$ cat src/rtl/layer_ctrl_pkg.sv
// Shared types for the fully-connected layer controller: FSM state encoding
// and a width helper for the modulo counters.
package layer_ctrl_pkg;

    typedef enum logic [2:0] {
        ST_IDLE,
        ST_LOAD,
        ST_COMPUTE,
        ST_DRAIN,
        ST_WRITE,
        ST_OUTPUT
    } layer_ctrl_state_t;

    // A modulus of 1 still needs a one-bit register
    function automatic int cnt_width(input int modulus);
        return (modulus > 1) ? $clog2(modulus) : 1;
    endfunction

endpackage

$ cat src/rtl/layer_ctrl_counter.sv
// Modulo-MOD up counter with synchronous clear and a terminal-count flag;
// used for the input index n and the output row m.
module layer_ctrl_counter
    import layer_ctrl_pkg::*;
#(
    parameter int MOD = 8,
    localparam int W = cnt_width(MOD)
) (
    input  logic         clk,
    input  logic         reset,
    input  logic         clr,
    input  logic         inc,
    output logic [W-1:0] count,
    output logic         last
);

    assign last = (count == W'(MOD - 1));

    // Clear has priority over increment; increment wraps at the terminal value
    always_ff @(posedge clk or negedge reset) begin
        if (!reset) begin
            count <= '0;
        end else if (clr) begin
            count <= '0;
        end else if (inc) begin
            count <= last ? '0 : count + 1'b1;
        end
    end

endmodule

$ cat src/rtl/layer_ctrl.sv
// Controller for one fully-connected layer (P=1): loads an N-word input vector,
// then sequences weight/input reads, MAC accumulation and output of M rows.
module layer_ctrl
    import layer_ctrl_pkg::*;
#(
    parameter int M  = 10,
    parameter int N  = 8,
    parameter int XW = $clog2(N),
    parameter int WW = $clog2(M * N)
) (
    input  logic          clk,
    input  logic          reset,
    input  logic          s_valid,
    output logic          s_ready,
    output logic          m_valid,
    input  logic          m_ready,
    output logic [XW-1:0] x_addr,
    output logic          x_wr_en,
    output logic [WW-1:0] w_addr,
    output logic          acc_en,
    output logic          acc_clr,
    output logic          out_ld
);

    localparam int MW = cnt_width(M);

    layer_ctrl_state_t state;

    logic          s_hs;
    logic          m_hs;
    logic          n_inc;
    logic          n_clr;
    logic          n_last;
    logic          m_inc;
    logic          m_clr;
    logic          m_last;
    logic [XW-1:0] n_count;
    logic [MW-1:0] m_count;
    logic          unused_m;

    assign s_hs    = s_valid && s_ready;
    assign m_hs    = m_valid && m_ready;
    assign x_wr_en = s_hs;
    assign x_addr  = n_count;

    // The same n counter serves as write address in LOAD and read address in COMPUTE
    assign n_inc = s_hs || (state == ST_COMPUTE);
    assign n_clr = (s_hs && n_last) || m_hs;
    assign m_inc = m_hs && !m_last;
    assign m_clr = (s_hs && n_last) || (m_hs && m_last);

    assign unused_m = ^m_count;

    layer_ctrl_counter #(.MOD(N)) u_n_cnt (
        .clk   (clk),
        .reset (reset),
        .clr   (n_clr),
        .inc   (n_inc),
        .count (n_count),
        .last  (n_last)
    );

    layer_ctrl_counter #(.MOD(M)) u_m_cnt (
        .clk   (clk),
        .reset (reset),
        .clr   (m_clr),
        .inc   (m_inc),
        .count (m_count),
        .last  (m_last)
    );

    // acc_en/acc_clr trail the issue cycle by one to match the 1-cycle memory read;
    // w_addr keeps running across rows so it tracks m*N+n without a multiplier
    always_ff @(posedge clk or negedge reset) begin
        if (!reset) begin
            state   <= ST_IDLE;
            s_ready <= 1'b0;
            m_valid <= 1'b0;
            acc_en  <= 1'b0;
            acc_clr <= 1'b0;
            out_ld  <= 1'b0;
            w_addr  <= '0;
        end else begin
            acc_en  <= (state == ST_COMPUTE);
            acc_clr <= (state == ST_COMPUTE) && (n_count == '0);
            out_ld  <= 1'b0;
            case (state)
                ST_IDLE: begin
                    state   <= ST_LOAD;
                    s_ready <= 1'b1;
                end
                ST_LOAD: begin
                    if (s_hs && n_last) begin
                        state   <= ST_COMPUTE;
                        s_ready <= 1'b0;
                        w_addr  <= '0;
                    end
                end
                ST_COMPUTE: begin
                    w_addr <= w_addr + 1'b1;
                    if (n_last) begin
                        state <= ST_DRAIN;
                    end
                end
                ST_DRAIN: begin
                    state  <= ST_WRITE;
                    out_ld <= 1'b1;
                end
                ST_WRITE: begin
                    state   <= ST_OUTPUT;
                    m_valid <= 1'b1;
                end
                ST_OUTPUT: begin
                    if (m_hs) begin
                        m_valid <= 1'b0;
                        if (m_last) begin
                            state   <= ST_LOAD;
                            s_ready <= 1'b1;
                            w_addr  <= '0;
                        end else begin
                            state <= ST_COMPUTE;
                        end
                    end
                end
                default: begin
                    state   <= ST_IDLE;
                    s_ready <= 1'b0;
                    m_valid <= 1'b0;
                end
            endcase
        end
    end

endmodule
$ cat config.mk
export PLATFORM = sky130hd
export DESIGN_NAME = layer_ctrl
export DESIGN_NICKNAME = d
export VERILOG_FILES = /design/src/rtl/layer_ctrl_pkg.sv /design/src/rtl/layer_ctrl_counter.sv /design/src/rtl/layer_ctrl.sv
export SDC_FILE = /design/constraint.sdc
export NUM_CORES = 1
export LEC_CHECK = 0
export BUFFER_PORTS_ARGS = -buffer_cell sky130_fd_sc_hd__buf_2
export CAP_MARGIN = 20
export CELL_PAD_IN_SITES_DETAIL_PLACEMENT = 1
export CELL_PAD_IN_SITES_GLOBAL_PLACEMENT = 1
export CORE_ASPECT_RATIO = 1.5
export CORE_UTILIZATION = 44
export DETAILED_ROUTE_END_ITERATION = 10
export PLACE_DENSITY_LB_ADDON = 0.1
export SLEW_MARGIN = 20
export SYNTH_ARGS = -nofsm -noshare
export SYNTH_HDL_FRONTEND = slang
export SYNTH_SLANG_ARGS = --single-unit
$ cat constraint.sdc
create_clock -name clk -period 2.5 [get_ports clk]
set_input_delay 0.25 -clock clk [delete_from_list [all_inputs] [get_ports clk]]
set_output_delay 0.25 -clock clk [all_outputs]
set_load 0.005 [all_outputs]
Word-level counts from Yosys, hierarchy flattened
Cells that the tools add are included.
{"block": "word_totals", "register_bits": 22, "latchBits": 0, "mem_bits_rw": 0, "rom_bits": 0, "in_bits": 4, "word_cells": 68, "n_memories": 0}
{"block": "op_classes", "addsub": 3, "mul": 0, "div": 0, "magnitude_cmp": 0, "n_eq_ne": 11, "shifts": 0, "muxes": 22, "bitwise": 2, "n_reduce_logical": 21}
{"op": "$mux 7", "n": 3}
{"op": "$pmux 7 s3", "n": 1}
{"op": "$mux 3", "n": 6}
{"op": "$pmux 3 s6", "n": 1}
{"op": "$mux 4", "n": 3}
{"op": "$eq 3x3->1 const B", "n": 3}
{"op": "$ne 2x2->1 const B", "n": 4}
{"op": "$reduce_and 4->1", "n": 2}
{"op": "$add 7x1->7 const B", "n": 1}
{"op": "$eq 3x2->1 const B", "n": 2}
{"op": "$logic_and 1x1->1", "n": 6}
{"op": "$logic_not 3->1", "n": 2}
{"op": "$mux 1", "n": 5}
{"op": "$add 4x1->4 const B", "n": 1}
{"op": "$eq 4x4->1 const B", "n": 1}
{"op": "$pmux 1 s4", "n": 1}
{"op": "$reduce_bool 2->1", "n": 2}
{"op": "$reduce_or 4->1", "n": 1}
{"op": "$add 3x1->3 const B", "n": 1}
{"op": "$eq 3x1->1 const B", "n": 1}
{"op": "$logic_or 1x1->1", "n": 3}
{"op": "$pmux 1 s3", "n": 1}
{"op": "$reduce_and 3->1", "n": 1}
{"op": "$reduce_bool 3->1", "n": 1}
{"op": "other kinds (5)", "n": 6}

Depth between registers and ports, before layout
{"block": "depth", "ltp_word": 5, "depth_mapped": 7, "mapped_depth_nobuf": 6}

Modules after synthesis
From an unflattened synthesis, not the netlist that was laid out.
{"block": "hier_totals", "hier_cells": 116, "area_unflattened_um2": 1168.6}
{"module": "layer_ctrl", "instances": 1, "cells_per_inst": 80, "area_each_um2": 785.8}
{"module": "layer_ctrl_counter (u_m_cnt)", "instances": 1, "cells_per_inst": 24, "area_each_um2": 231.5}
{"module": "layer_ctrl_counter (u_n_cnt)", "instances": 1, "cells_per_inst": 12, "area_each_um2": 151.4}

Worst setup path before layout
OpenSTA, ideal clock, no wires.
{"block": "synth_timing", "path_type": "reg-to-reg", "start": "register u_n_cnt.count[0]", "end": "register w_addr[3]", "setup_ps": 142, "arrival_ps": 1452, "setup_slack_ps": 906, "path_stages_with_launch": 7, "path_cell_list": "dfrtp_1 -> ha_1 -> ha_1 -> and4b_1 -> a31oi_1 -> o31ai_2 -> a31oi_1"}
{"block": "synth_via", "elab_chain_len": 4}
{"item": "from (decl)", "line": "layer_ctrl_counter.sv:13", "text": "output logic [W-1:0] count,"}
{"item": "from (signal assigned)", "line": "layer_ctrl_counter.sv:26", "text": "count <= last ? '0 : count + 1'b1;"}
{"item": "$eq 3x3->1", "line": "layer_ctrl_counter.sv:17", "text": "assign last = (count == W'(MOD - 1));"}
{"item": "$logic_and 1x1->1", "line": "layer_ctrl.sv:93", "text": "if (s_hs && n_last) begin"}
{"item": "$ne 2x2->1 (no source line)"}
{"item": "$reduce_and 4->1 (no source line)"}
{"item": "to (signal assigned)", "line": "layer_ctrl.sv:100", "text": "w_addr <= w_addr + 1'b1;"}
{"item": "to (decl)", "line": "layer_ctrl.sv:19", "text": "output logic [WW-1:0] w_addr,"}
No other way between the ends.
A chain may end at the register's enable or synchronous reset.

Final worst setup path
{"block": "layout_timing", "start": "register state[2]", "end": "register u_n_cnt.count[0]"}
{"block": "layout_via", "elab_chain_len": 3}
{"item": "from (decl)", "line": "layer_ctrl.sv:27", "text": "layer_ctrl_state_t state;"}
{"item": "from (signal assigned)", "line": "layer_ctrl.sv:76", "text": "state <= ST_IDLE;"}
{"item": "from (signal assigned)", "line": "layer_ctrl.sv:89", "text": "state <= ST_LOAD;"}
{"item": "from (signal assigned)", "line": "layer_ctrl.sv:94", "text": "state <= ST_COMPUTE;"}
{"item": "$eq 3x2->1", "line": "layer_ctrl.sv:47", "text": "assign n_inc = s_hs || (state == ST_COMPUTE);"}
{"item": "$logic_or 1x1->1", "line": "layer_ctrl.sv:47"}
{"item": "$reduce_bool 2->1 (no source line)"}
No other way between the ends.

==> results.cfg <==
[outcome]
status = finished with violations
violations = design-rule violations

[synth]
synth_area_sq_um = 1140
synthSimpleGateAreaFrac = 0.185
synth_top_area_share = 0.482
ys_warn_count = 0
synth.area.mux_share = 0.0175
synth_seq_cells = 22
async_reset_ff_frac = 1.00
synth-compound-area-share = 0.196
synth_area_leaders = dfrtp_1 (48%), ha_1 (6.6%), a21oi_1 (4.8%), nor2_1 (4.6%), nand2_1 (3.9%)
synthAdderAreaFrac = 0.0657
synth_cell_type_count = 34
ys_top_cells_by_count = dfrtp_1 (22), nor2_1 (14), nand2_1 (12)
synthMostInstantiatedCell = dfrtp_1
synth_top_family_by_area = compound AO/OA/AOI/OAI gates
synth_edf_count = 0
ys.flop_type = dfrtp_1
syn_nets = 132
synth_area_per_cell_sq_um = 9.36
synthCells = 122
synthXorXnorAreaFrac = 0
yosysTopAreaCell = dfrtp_1
ys_seq_area_frac = 0.482

[grt]
grt_max_degree = 23
overflow = 0
antenna_found_initial = 0
grt_pass1_wl_microns = 4480
grt_usage = 0.212
first_global_vias = 1003

[sta]
max_slew_margin = 0.666
max_freq_ghz = 0.526
fin_setup_tns_ns = 0
worst_pin_slew_ns = 0.501
fin_skew_ns = 0.00206
finalCriticalPeriod_ns = 1.90
slew_viol_final = 0
finalHoldViolCount = 0
setup_viol = 0
fin_crit_sh = 0.760
rsz0062_at_grt = no

[pwr]
switchingPower_mw = 0.474
p_per_area_nw_per_um2 = 964
comb_power_share = 0.330
irDropWorstVdd_v = 0.000378
clockPowerShare = 0.163
seqPwrFrac = 0.506
power_mw = 1.24
p_int_mw = 0.766
power.leakage_nw = 0.613
switching_share = 0.382

[final_layout]
area_growth_pct = 12.7
final_cells = 166
fin_nets = 153
fill_cells = 309
drive_gt1_frac = 0.190
diodes = 0
stdcell_area_sq_um = 1290

[floorplanning]
num_rows = 22
start_util = 0.466
die_y_microns = 64.4
num_io_pins = 20
coreArea_sq_um = 2450
die_w_microns = 43.6
dieArea_sq_um = 2810

[critical_path]
crit_required_ns = 2.75
slowest_delay_ns = 0.62
worstPathArrival_ns = 2.15
r2r-start = state[2]
critPathCaptureType = flip-flop
setup.worst_path.start = state[2]
worstRegToRegCells = 5
cp_max_fo = 13
crit_path_start_kind = flip-flop
path_cells = or3b_1, inv_6, a21oi_2, or3_1, a21oi_1
crit_slowest_cell = or3b_1
path_class = flip-flop to flip-flop

[placed_design]
place.gp.congestion = 0.816
io_buffers = 19
dpl.cell_count = 161
dp_hpwl_microns = 1900
post_dp_cell_area_sq_um = 1240

[worst_hold_path]
worstHoldStart = m_ready
whs_path_depth = 4
hold_path.class = input port to flip-flop

[detailed_routing]
antenna_left = 0
vias = 961
drc_errors = 4
drt-pass1-iter-count = 9
viasPerCell = 5.79
routed_wl_microns = 2540
drt_iter0_markers = 18
wl_per_cell_microns = 15.3

[clock_tree]
numCtsBuffers = 3
clk_pin_slew_ns = 0.13
clock_latency_ns = 0.31
cts_tree = yes
clock-sinks = 22
clock_path_buffers = 2
cts-root-buf = clkbuf_4
cts_max_level = 1
post_cts_buffers = 0

[job]
maxCapViolCount = 0
-- power groups by stage --
stage	logic (mW)	registers, mW	clock network [mW]
2_1_floorplan	0.271	0.599	0
6_report	0.410	0.628	0.203
3_3_place_gp	0.397	0.628	0
4_1_cts	0.419	0.630	0.212
3_5_place_dp	0.416	0.638	0
5_1_grt	0.476	0.656	0.222
-- layout make-up --
| type | instances | area, sq um | share of cell area |
|---|---|---|---|
| Clock buffer | 4 | 36.3 | 0.0282 |
| Inverter | 8 | 35.0 | 0.0272 |
| Multi-Input combinational cell | 88 | 531 | 0.412 |
| Sequential cell | 22 | 551 | 0.428 |
| Tap cell | 24 | 30.0 | 0.0233 |
| Timing Repair Buffer | 20 | 105 | 0.0816 |
-- stage by stage --
stage	setup WS (ns)	hold slack, ns	utilization
floorplan	0.906	-0.0456	-
global placement	0.642	0.248	0.507
detailed placement	0.612	0.252	0.507
CTS	0.581	0.258	0.526
global route	0.471	0.290	0.526
finish	0.600	0.269	0.526
-- routing by layer --
metal	up-vias	track usage	part of all wire
met3	4	0.0282	0.028
met5	-	0	0
li1	472	-	-
met1	468	0.252	0.43
met2	17	0.362	0.52
met4	0	0.105	0.017
-- worst paths after layout --
kind                               endpoint  slack (ns)
setup / recovery           u_n_cnt.count[0]        0.60
min in group asynchronous           acc_clr        0.42
hold reg to reg                   w_addr[6]        0.49
max in group asynchronous         w_addr[1]        1.74
hold / removal                      m_valid        0.27
setup reg to reg           u_n_cnt.count[0]        0.60
-- timing repair --
action	in CTS	in global routing
hold endpoints to repair	22	0
resized for setup	0	0
hold buffers	1	0
-- critical path, delay by kind of cell, from the launching register on --
kind	cells	cell delay (ns)
AO/OA/AOI/OAI	2	0.20
buffers and inverters	1	0.16
flip-flops	1	0.53
AND/OR/NAND/NOR	2	0.94
-- layout by cell type (no fill, tap or decap), types with 2 or more instances in the layout --
cell       n
buf_2     19
o21ai_0    8
a31oi_1    7
nor3_1     5
and2_1     2
nor2_1    14
nand2_1   12
ha_1       6
clkbuf_4   3
nand3_1    3
inv_1      7
mux2i_1    2
a21oi_1   11
dfrtp_1   22
-- kinds of logic after synthesis --
| family | after synthesis |
|---|---|
| AOI/OAI and AO/OA | 36 |
| adders and majority gates | 6 |
| buffers and inverters | 12 |
| DFF | 22 |
| muxes | 2 |
| and+or+nand+nor | 44 |
-- state kept, by name, summed over array words and instances, names as in the netlist --
signal         count
w_addr             7
acc_clr            1
s_ready            1
out_ld             1
acc_en             1
u_m_cnt.count      4
u_n_cnt.count      3
state              3
m_valid            1
Power figures use the tool's default switching activity.
